$ cat config.mk
export PLATFORM = sky130hd
export DESIGN_NAME = sha256_sched_ctrl
export DESIGN_NICKNAME = d
export VERILOG_FILES = /design/src/rtl/sha256_pkg.sv /design/src/rtl/sha256_w_window.sv /design/src/rtl/sha256_sched_ctrl.sv
export SDC_FILE = /design/constraint.sdc
export NUM_CORES = 2
export LEC_CHECK = 0
export BUFFER_PORTS_ARGS = -buffer_cell sky130_fd_sc_hd__buf_2
export CORE_MARGIN = 2
export CORE_UTILIZATION = 57
export DETAILED_ROUTE_END_ITERATION = 10
export PLACE_DENSITY = 0.82
export SLEW_MARGIN = 20
export SYNTH_ARGS = -nofsm -noshare
export SYNTH_HDL_FRONTEND = slang
export SYNTH_SLANG_ARGS = --single-unit
$ cat constraint.sdc
create_clock -name i_clk -period 5.17 [get_ports i_clk]
set_clock_uncertainty 0.2 [all_clocks]
set_input_delay 0 -clock i_clk [delete_from_list [all_inputs] [get_ports i_clk]]
set_output_delay 0 -clock i_clk [all_outputs]
set_load 0.03 [all_outputs]
$ cat src/rtl/sha256_pkg.sv
// -----------------------------------------------------------------------------
// sha256_pkg
//   Shared SHA-256 constants and helpers for the schedule controller:
//   - ROUNDS / WORD_W / BLOCK_W sizing constants
//   - state_t : controller state encoding
//   - k_const : round constant K[t] (64-entry ROM)
//   - iv_word : initial hash value H0..H7
//   - s0 / s1 : message-schedule small sigma functions
// -----------------------------------------------------------------------------
package sha256_pkg;

  localparam int ROUNDS    = 64;
  localparam int WORD_W    = 32;
  localparam int WIN_DEPTH = 16;
  localparam int BLOCK_W   = WORD_W * WIN_DEPTH;

  typedef enum logic [1:0] {
    ST_IDLE = 2'd0,
    ST_RUN  = 2'd1,
    ST_FOLD = 2'd2,
    ST_DONE = 2'd3
  } state_t;

  // sigma0: ror7 ^ ror18 ^ shr3
  function automatic logic [31:0] s0(input logic [31:0] x);
    return {x[6:0], x[31:7]} ^ {x[17:0], x[31:18]} ^ {3'b000, x[31:3]};
  endfunction

  // sigma1: ror17 ^ ror19 ^ shr10
  function automatic logic [31:0] s1(input logic [31:0] x);
    return {x[16:0], x[31:17]} ^ {x[18:0], x[31:19]} ^ {10'b0, x[31:10]};
  endfunction

  // Initial hash value; the datapath loads it on o_init_hash.
  function automatic logic [31:0] iv_word(input logic [2:0] idx);
    logic [31:0] h;
    h = '0;
    case (idx)
      3'd0: h = 32'h6a09e667;
      3'd1: h = 32'hbb67ae85;
      3'd2: h = 32'h3c6ef372;
      3'd3: h = 32'ha54ff53a;
      3'd4: h = 32'h510e527f;
      3'd5: h = 32'h9b05688c;
      3'd6: h = 32'h1f83d9ab;
      3'd7: h = 32'h5be0cd19;
    endcase
    return h;
  endfunction

  // Round constants K[0..63].
  function automatic logic [31:0] k_const(input logic [5:0] t);
    logic [31:0] k;
    k = '0;
    case (t)
      6'd0:  k = 32'h428a2f98;  6'd1:  k = 32'h71374491;
      6'd2:  k = 32'hb5c0fbcf;  6'd3:  k = 32'he9b5dba5;
      6'd4:  k = 32'h3956c25b;  6'd5:  k = 32'h59f111f1;
      6'd6:  k = 32'h923f82a4;  6'd7:  k = 32'hab1c5ed5;
      6'd8:  k = 32'hd807aa98;  6'd9:  k = 32'h12835b01;
      6'd10: k = 32'h243185be;  6'd11: k = 32'h550c7dc3;
      6'd12: k = 32'h72be5d74;  6'd13: k = 32'h80deb1fe;
      6'd14: k = 32'h9bdc06a7;  6'd15: k = 32'hc19bf174;
      6'd16: k = 32'he49b69c1;  6'd17: k = 32'hefbe4786;
      6'd18: k = 32'h0fc19dc6;  6'd19: k = 32'h240ca1cc;
      6'd20: k = 32'h2de92c6f;  6'd21: k = 32'h4a7484aa;
      6'd22: k = 32'h5cb0a9dc;  6'd23: k = 32'h76f988da;
      6'd24: k = 32'h983e5152;  6'd25: k = 32'ha831c66d;
      6'd26: k = 32'hb00327c8;  6'd27: k = 32'hbf597fc7;
      6'd28: k = 32'hc6e00bf3;  6'd29: k = 32'hd5a79147;
      6'd30: k = 32'h06ca6351;  6'd31: k = 32'h14292967;
      6'd32: k = 32'h27b70a85;  6'd33: k = 32'h2e1b2138;
      6'd34: k = 32'h4d2c6dfc;  6'd35: k = 32'h53380d13;
      6'd36: k = 32'h650a7354;  6'd37: k = 32'h766a0abb;
      6'd38: k = 32'h81c2c92e;  6'd39: k = 32'h92722c85;
      6'd40: k = 32'ha2bfe8a1;  6'd41: k = 32'ha81a664b;
      6'd42: k = 32'hc24b8b70;  6'd43: k = 32'hc76c51a3;
      6'd44: k = 32'hd192e819;  6'd45: k = 32'hd6990624;
      6'd46: k = 32'hf40e3585;  6'd47: k = 32'h106aa070;
      6'd48: k = 32'h19a4c116;  6'd49: k = 32'h1e376c08;
      6'd50: k = 32'h2748774c;  6'd51: k = 32'h34b0bcb5;
      6'd52: k = 32'h391c0cb3;  6'd53: k = 32'h4ed8aa4a;
      6'd54: k = 32'h5b9cca4f;  6'd55: k = 32'h682e6ff3;
      6'd56: k = 32'h748f82ee;  6'd57: k = 32'h78a5636f;
      6'd58: k = 32'h84c87814;  6'd59: k = 32'h8cc70208;
      6'd60: k = 32'h90befffa;  6'd61: k = 32'ha4506ceb;
      6'd62: k = 32'hbef9a3f7;  6'd63: k = 32'hc67178f2;
    endcase
    return k;
  endfunction

endpackage

$ cat src/rtl/sha256_w_window.sv
// -----------------------------------------------------------------------------
// sha256_w_window
//   16-word message-schedule window. win[0] always holds W_t for the current
//   round; each shift drops W_t and appends the freshly expanded W_{t+16}.
// Ports
//   i_clk        clock, rising edge
//   i_reset      asynchronous, active-low reset
//   i_load       load M0..M15 from i_load_data (M0 at the top bits)
//   i_shift      advance one round
//   i_load_data  512-bit message block
//   o_w          current schedule word W_t (win[0])
// -----------------------------------------------------------------------------
module sha256_w_window
  import sha256_pkg::*;
(
  input  logic               i_clk,
  input  logic               i_reset,
  input  logic               i_load,
  input  logic               i_shift,
  input  logic [BLOCK_W-1:0] i_load_data,
  output logic [WORD_W-1:0]  o_w
);

  logic [WORD_W-1:0] win [WIN_DEPTH];
  logic [WORD_W-1:0] w_next;

  // W_{t+16} = s1(W_{t+14}) + W_{t+9} + s0(W_{t+1}) + W_t, mod 2^32.
  // Past round 47 the result is never consumed; computing it is harmless.
  assign w_next = s1(win[14]) + win[9] + s0(win[1]) + win[0];

  // NOTE: the window is reset even though it is plain storage, so W_t is
  // defined (zero) straight out of reset rather than left as power-up junk.
  always_ff @(posedge i_clk or negedge i_reset) begin
    if (!i_reset) begin
      for (int i = 0; i < WIN_DEPTH; i++) win[i] <= '0;
    end else if (i_load) begin
      for (int i = 0; i < WIN_DEPTH; i++)
        win[i] <= i_load_data[BLOCK_W-1-WORD_W*i -: WORD_W];
    end else if (i_shift) begin
      // NOTE: non-blocking assignments make every word take its neighbour's
      // old value, so the shift order inside the loop does not matter.
      for (int i = 0; i < WIN_DEPTH-1; i++) win[i] <= win[i+1];
      win[WIN_DEPTH-1] <= w_next;
    end
  end

  assign o_w = win[0];

endmodule

$ cat src/rtl/sha256_sched_ctrl.sv
// -----------------------------------------------------------------------------
// sha256_sched_ctrl
//   Sequences one SHA-256 compression per 512-bit block: accepts a block from
//   the padder, streams W_t/K_t for rounds 0..63 to the round datapath with a
//   valid/ready handshake, and pulses init-hash / fold / digest strobes.
// Ports
//   i_clk, i_reset                clock, async active-low reset
//   i_blk_valid/first/last        block offer and message position flags
//   i_block                       M0 at [511:480] .. M15 at [31:0]
//   o_blk_ready                   controller idle, can take a block
//   o_rnd_valid, i_rnd_ready      round handshake
//   o_rnd_idx, o_w, o_k           round index t, W_t, K_t
//   o_init_hash                   pulse: datapath loads IV (first block only)
//   o_fold                        pulse: H += a..h after round 63
//   o_digest_valid                pulse: H holds the final digest (last block)
//   o_busy                        controller not idle
// -----------------------------------------------------------------------------
module sha256_sched_ctrl
  import sha256_pkg::*;
(
  input  logic         i_clk,
  input  logic         i_reset,
  input  logic         i_blk_valid,
  input  logic         i_blk_first,
  input  logic         i_blk_last,
  input  logic [511:0] i_block,
  output logic         o_blk_ready,
  output logic         o_rnd_valid,
  input  logic         i_rnd_ready,
  output logic [5:0]   o_rnd_idx,
  output logic [31:0]  o_w,
  output logic [31:0]  o_k,
  output logic         o_init_hash,
  output logic         o_fold,
  output logic         o_digest_valid,
  output logic         o_busy
);

  localparam logic [5:0] LAST_ROUND = 6'(ROUNDS - 1);

  state_t            state;
  logic [5:0]        t;
  logic              last_q;
  logic              accept;
  logic              fire;
  logic [WORD_W-1:0] win_w;

  // o_blk_ready is high exactly in IDLE, so an offer elsewhere is ignored
  // and stays pending at the padder.
  assign accept = i_blk_valid & o_blk_ready;
  assign fire   = o_rnd_valid & i_rnd_ready;

  sha256_w_window u_window (
    .i_clk       (i_clk),
    .i_reset     (i_reset),
    .i_load      (accept),
    .i_shift     (fire),
    .i_load_data (i_block),
    .o_w         (win_w)
  );

  // W/K are only meaningful with o_rnd_valid; zero them otherwise so the
  // idle bus is quiet and K[0] does not show up out of reset.
  assign o_w       = o_rnd_valid ? win_w      : '0;
  assign o_k       = o_rnd_valid ? k_const(t) : '0;
  assign o_rnd_idx = t;

  // Single FSM block; every strobe is a register so the datapath sees
  // glitch-free, edge-aligned controls.
  always_ff @(posedge i_clk or negedge i_reset) begin
    if (!i_reset) begin
      state          <= ST_IDLE;
      t              <= '0;
      last_q         <= 1'b0;
      o_blk_ready    <= 1'b1;
      o_rnd_valid    <= 1'b0;
      o_init_hash    <= 1'b0;
      o_fold         <= 1'b0;
      o_digest_valid <= 1'b0;
      o_busy         <= 1'b0;
    end else begin
      // Strobes are single-cycle unless re-asserted below.
      o_init_hash    <= 1'b0;
      o_fold         <= 1'b0;
      o_digest_valid <= 1'b0;

      case (state)
        ST_IDLE: begin
          if (accept) begin
            state       <= ST_RUN;
            t           <= '0;
            last_q      <= i_blk_last;
            o_init_hash <= i_blk_first;
            o_blk_ready <= 1'b0;
            o_rnd_valid <= 1'b1;
            o_busy      <= 1'b1;
          end
        end

        ST_RUN: begin
          if (fire) begin
            if (t == LAST_ROUND) begin
              // t parks at 63; it is cleared on the next accept.
              state       <= ST_FOLD;
              o_rnd_valid <= 1'b0;
              o_fold      <= 1'b1;
            end else begin
              t <= t + 6'd1;
            end
          end
        end

        ST_FOLD: begin
          if (last_q) begin
            state          <= ST_DONE;
            o_digest_valid <= 1'b1;
          end else begin
            state       <= ST_IDLE;
            o_blk_ready <= 1'b1;
            o_busy      <= 1'b0;
          end
        end

        ST_DONE: begin
          state       <= ST_IDLE;
          o_blk_ready <= 1'b1;
          o_busy      <= 1'b0;
        end

        default: begin
          state       <= ST_IDLE;
          o_blk_ready <= 1'b1;
          o_rnd_valid <= 1'b0;
          o_busy      <= 1'b0;
        end
      endcase
    end
  end

endmodule

==> impl_metrics.toml, run 1 <==
[status]
outcome = "aborted with a tool error"
stop_stage = "5_1_grt"
firstError = "[ERROR GRT-0116] Global routing finished with congestion. Check the congestion regions in the DRC Viewer."

[synthesis]
ys_async_sr_fraction = 1.000
syn_area_um2 = 30920
ys_dominant_reg_cell = "dfrtp_1"
yosysWarnings = 0
synth_nets = 4601
synthCells = 3972
ys_types = 72
avgSynthCellArea_um2 = 7.785
synth-edff-count = 0
ys_seq_elements = 527
yosysSeqAreaShare = 0.4265

[clocking]
cts-root-buf = "clkbuf_16"
cts_made_buffers = 54
postCtsSetupBuffers = 0
htree_levels = 2
clock-sinks = 527
clockBufferDepth = 3

[floorplanning]
die_w_um = 236.9
rows = 85
die_h_um = 236.9
start_util = 0.5757
ios = 594

[global_routing]
grt_pass1_wl_mm = 279.9
grt_max_degree = 174
track_usage = 0.6921
grt-ovfl-total = 8
grt_pass1_vias = 42477

[placed_design]
dpl.hpwl_mm = 90.16
place_congestion = 0.9965
portBuffers = 593
pre_cts_ws_ns = 0.6263
-- timing repair --
| action | 4_1_cts |
|---|---|
| endpoints found under the setup margin | 0 |
| hold buffers | 798 |
| hold endpoints to repair | 804 |
| resized for setup | 0 |
-- per-layer routing --
metal | GRT overflow | GRT usage
met1 | 0 | 0.7134
met4 | 3 | 0.6981
met2 | 5 | 0.8725
met5 | 0 | 0.1177
met3 | 0 | 0.4980
-- logic make-up after synthesis --
| family | share of synthesized area |
|---|---|
| simple gates | 0.2288 |
| compound gates | 0.1778 |
| flops | 0.4265 |
| buf+inv | 0.06074 |
| xor+xnor | 0.04135 |
| fa+ha+maj | 0.05997 |
| mux | 0.004856 |
-- cell usage after synthesis (all sizes together), types with 7 or more instances --
master | count | share of area
nand2 | 1079 | 0.13
nor2 | 605 | 0.073
dfrtp | 526 | 0.43
a31oi | 501 | 0.10
clkbuf | 302 | 0.037
inv | 136 | 0.017
a21oi | 129 | 0.021
xnor2 | 125 | 0.035
o21ai | 88 | 0.014
fa | 62 | 0.040
buf | 50 | 0.0070
ha | 49 | 0.020
a211oi | 37 | 0.0090
nand3 | 31 | 0.0050
nor3 | 25 | 0.0044
xor2 | 21 | 0.0059
and2 | 15 | 0.0030
a21o | 13 | 0.0032
a22oi | 12 | 0.0029
o211ai | 12 | 0.0029
nor2b | 11 | 0.0022
nand2b | 10 | 0.0020
a311oi | 8 | 0.0023
o22ai | 8 | 0.0016
a2111oi | 7 | 0.0020
or3 | 7 | 0.0014
-- through the flow --
step,cell area [µm²],cells
2_1_floorplan,30920,3972
3_3_place_gp,34000,4959
3_5_place_dp,34000,4959
4_1_cts,43960,5857
==> run 2, diff against run 1 <==
CORE_UTILIZATION = 40   (was 57)
PLACE_DENSITY = unset   (was 0.82)
PLACE_DENSITY_LB_ADDON = 0.15   (was unset)
==> run 2 against run 1 <==
Compared with the run above:
- the run now ends clean
- area after synthesis stayed put
- synthesized cell count did not move
==> impl_metrics.toml, run 2 <==
[status]
outcome = "finished clean"

[clocking]
clockBufferDepth = 3
cts_tree = "done"
htree_levels = 2
cts_made_buffers = 59
clock-sinks = 527
cts-root-buf = "clkbuf_16"
clkTransAtPathRegs_ns = 0.06
insertion_delay_ns = 0.64

[routing]
route.detailed.drc = 0
drt-vias-per-instance = 5.596
wl_per_cell_um = 23.84
wl_met3_mm = 12.53
route.met2.wl_mm = 67.56
vias = 35394
top_layer = "met5"
wl_mm = 150.8
drt_iter0_markers = 4298
wl_met1_mm = 61.00
ant_nets = 0
firstDrtPassIters = 6

[setup_path]
crit_path_end_kind = "flop"
critPathArrivalTime_ns = 5.21
worstRegToRegCells = 15
worst_setup_path_start_kind = "flop"
cp.required_ns = 5.49
regToRegStartpoint = "u_window.win[456]"
critical_path_peak_fanout = 5
reg2reg_to = "u_window.win[13]"
crit_type = "flop to flop"
regToRegSetupSlack_ns = 0.28

[finish]
regMostFlops = "u_window.win"
layout.nets = 5859
mostFrequentLayoutCell = "nand2_1"
area_growth_syn_to_layout_pct = 47.36
fin_cells = 6325
final_layout_size_suffix_gt1_frac = 0.1466
mostFrequentLayoutCells = "1077 x nand2_1, 894 x dlygate4sd3_1, 605 x nor2_1, 592 x buf_2, 523 x dfrtp_1"
largest_reg_flops = 480

[timing]
slew_viol_final = 0
fin_crit_ns = 4.887
min_period_over_period = 0.9452
hold_violations = 0
worst_slew_pin_slew_ns = 1.024
setup-violations-final = 0
fmax_ghz = 0.2046
whs_ns = 0.01608
tns_ns = 0
rsz0062_at_grt = "false"
slew_headroom = 0.3171

[synthesis]
netlist_top_cells_area = "dfrtp_1 43%, nand2_1 13%, a31oi_1 10%, nor2_1 7.3%, fa_1 4.0%"
yosysTopAreaCellShare = 0.4257
yosysSeqAreaShare = 0.4265
synth_most_common_cell = "nand2_1"
avgSynthCellArea_um2 = 7.785
ys_types = 72
synth_top_cells_by_count = "1079 x nand2_1, 605 x nor2_1, 526 x dfrtp_1"
ys_dominant_reg_cell = "dfrtp_1"
synth_top_area_cell = "dfrtp_1"
syn_area_um2 = 30920
synth_nets = 4601
ys_async_sr_fraction = 1.000
yosysWarnings = 0
synthCells = 3972
synth-edff-count = 0
ys_seq_elements = 527

[global_routing]
antenna_found_initial = 13
grt_pass1_vias = 35263
grt_max_degree = 212
track_usage = 0.3717
grt_pass1_wl_mm = 221.5
grt-ovfl-total = 0

[power]
seqPwrFrac = 0.196
p_sw_w = 0.02086
ir_worst_vdd_uv = 1288
p_per_area_nw_per_um2 = 893.5
static-leakage-power_nw = 20.70
switching_share = 0.5123
p_int_w = 0.01985
pwr-share-comb = 0.692
pwr-share-clk = 0.112

[floorplanning]
die_h_um = 282.0
ios = 594
rows = 101
core-area_um2 = 76200
dieArea_um2 = 79540
die_w_um = 282.0
start_util = 0.4058

[flow_run]
cap_violations = 0

[worst_hold_path]
holdPathEnd = "u_window.win[234]"
worstHoldPathType = "input port to flop"
whs_path_depth = 4
hold_start = "i_block[234]"

[placed_design]
portBuffers = 593
place_congestion = 0.9723
dp.cells = 5304
dpl.hpwl_mm = 99.25
run 2: cell counts after synthesis:
Identical to the previous run, type by type.
run 2: stage by stage:
stage,worst slack [ns],area (µm²),util,total power [W]
floorplan,1.029,30920,-,0.02646
global placement,0.6688,34470,0.4523,0.03458
detailed placement,0.5910,34470,0.4523,0.03465
CTS,0.2719,45510,0.5973,0.04004
global route,0.006116,45540,0.5976,0.04418
finish,0.2833,45570,0.5980,0.04071
run 2: layout make-up:
cell class	instances	area, µm²
Fill cell	6575	30640
Multi-Input combinational cell	2953	15880
Sequential cell	527	13200
Timing Repair Buffer	1549	12560
Clock buffer	87	1703
Tap cell	1030	1289
Inverter	140	525.5
Clock inverter	22	365.4
Antenna cell	17	42.54
run 2: logic make-up (layout without fill, tap and decap cells):
group | after synthesis | after routing | share of synthesized area
AOI/OAI and AO/OA | 874 | 874 | 0.1778
other | 0 | 17 | 0
DFF | 527 | 527 | 0.4265
muxes | 11 | 11 | 0.004856
buffers and inverters | 492 | 1798 | 0.06074
adders and majority gates | 111 | 111 | 0.05997
xor gates and xnor gates | 146 | 146 | 0.04135
and+or+nand+nor | 1811 | 1811 | 0.2288
run 2: metal layers:
| layer | global-route usage | vias to the layer above |
|---|---|---|
| li1 | - | 15819 |
| met1 | 0.4858 | 17061 |
| met2 | 0.5805 | 1950 |
| met3 | 0.07087 | 554 |
| met4 | 0.2076 | 10 |
| met5 | 0 | - |
run 2: what timing repair did:
item | in CTS | in global routing
buffers inserted | 0 | 0
hold endpoints to repair | 819 | 0
setup endpoints to repair | 0 | 3
hold buffers | 895 | 0
gates resized for setup | 0 | 2
run 2: worst max-delay path by stage:
stage,cells after the start,to,slack [ns],from
after floorplan,15,u_window.win[25],1.03,u_window.win[456]
after CTS,15,u_window.win[15],0.27,u_window.win[456]
after global routing,15,u_window.win[15],0.006,u_window.win[456]
after detailed placement,14,u_window.win[25],0.59,u_window.win[456]
after global placement,14,u_window.win[25],0.67,u_window.win[456]
final,15,u_window.win[13],0.28,u_window.win[456]
run 2: power groups by stage:
stage          clock network (W)  registers [W]  logic [W]
4_1_cts                  0.00460        0.00787     0.0276
2_1_floorplan                  0        0.00692     0.0195
3_5_place_dp                   0        0.00792     0.0267
3_3_place_gp                   0        0.00784     0.0267
5_1_grt                  0.00475        0.00814     0.0313
6_report                 0.00455        0.00797     0.0282
run 2: critical path: stages, from the launching register on:
cell           delay, ns
dfrtp_1             0.46
xnor2_1             0.30
xnor2_2             0.18
fa_1                0.47
fa_1                0.46
ha_1                0.24
fa_1                0.47
a21oi_1             0.21
o21ai_0             0.15
a21oi_2             0.23
o221ai_2            0.23
xnor2_1             0.25
nor2_1              0.06
a21oi_1             0.12
o21ai_0             0.12
dlygate4sd3_1       0.62
Note: power is estimated with default switching activity, not from simulation.
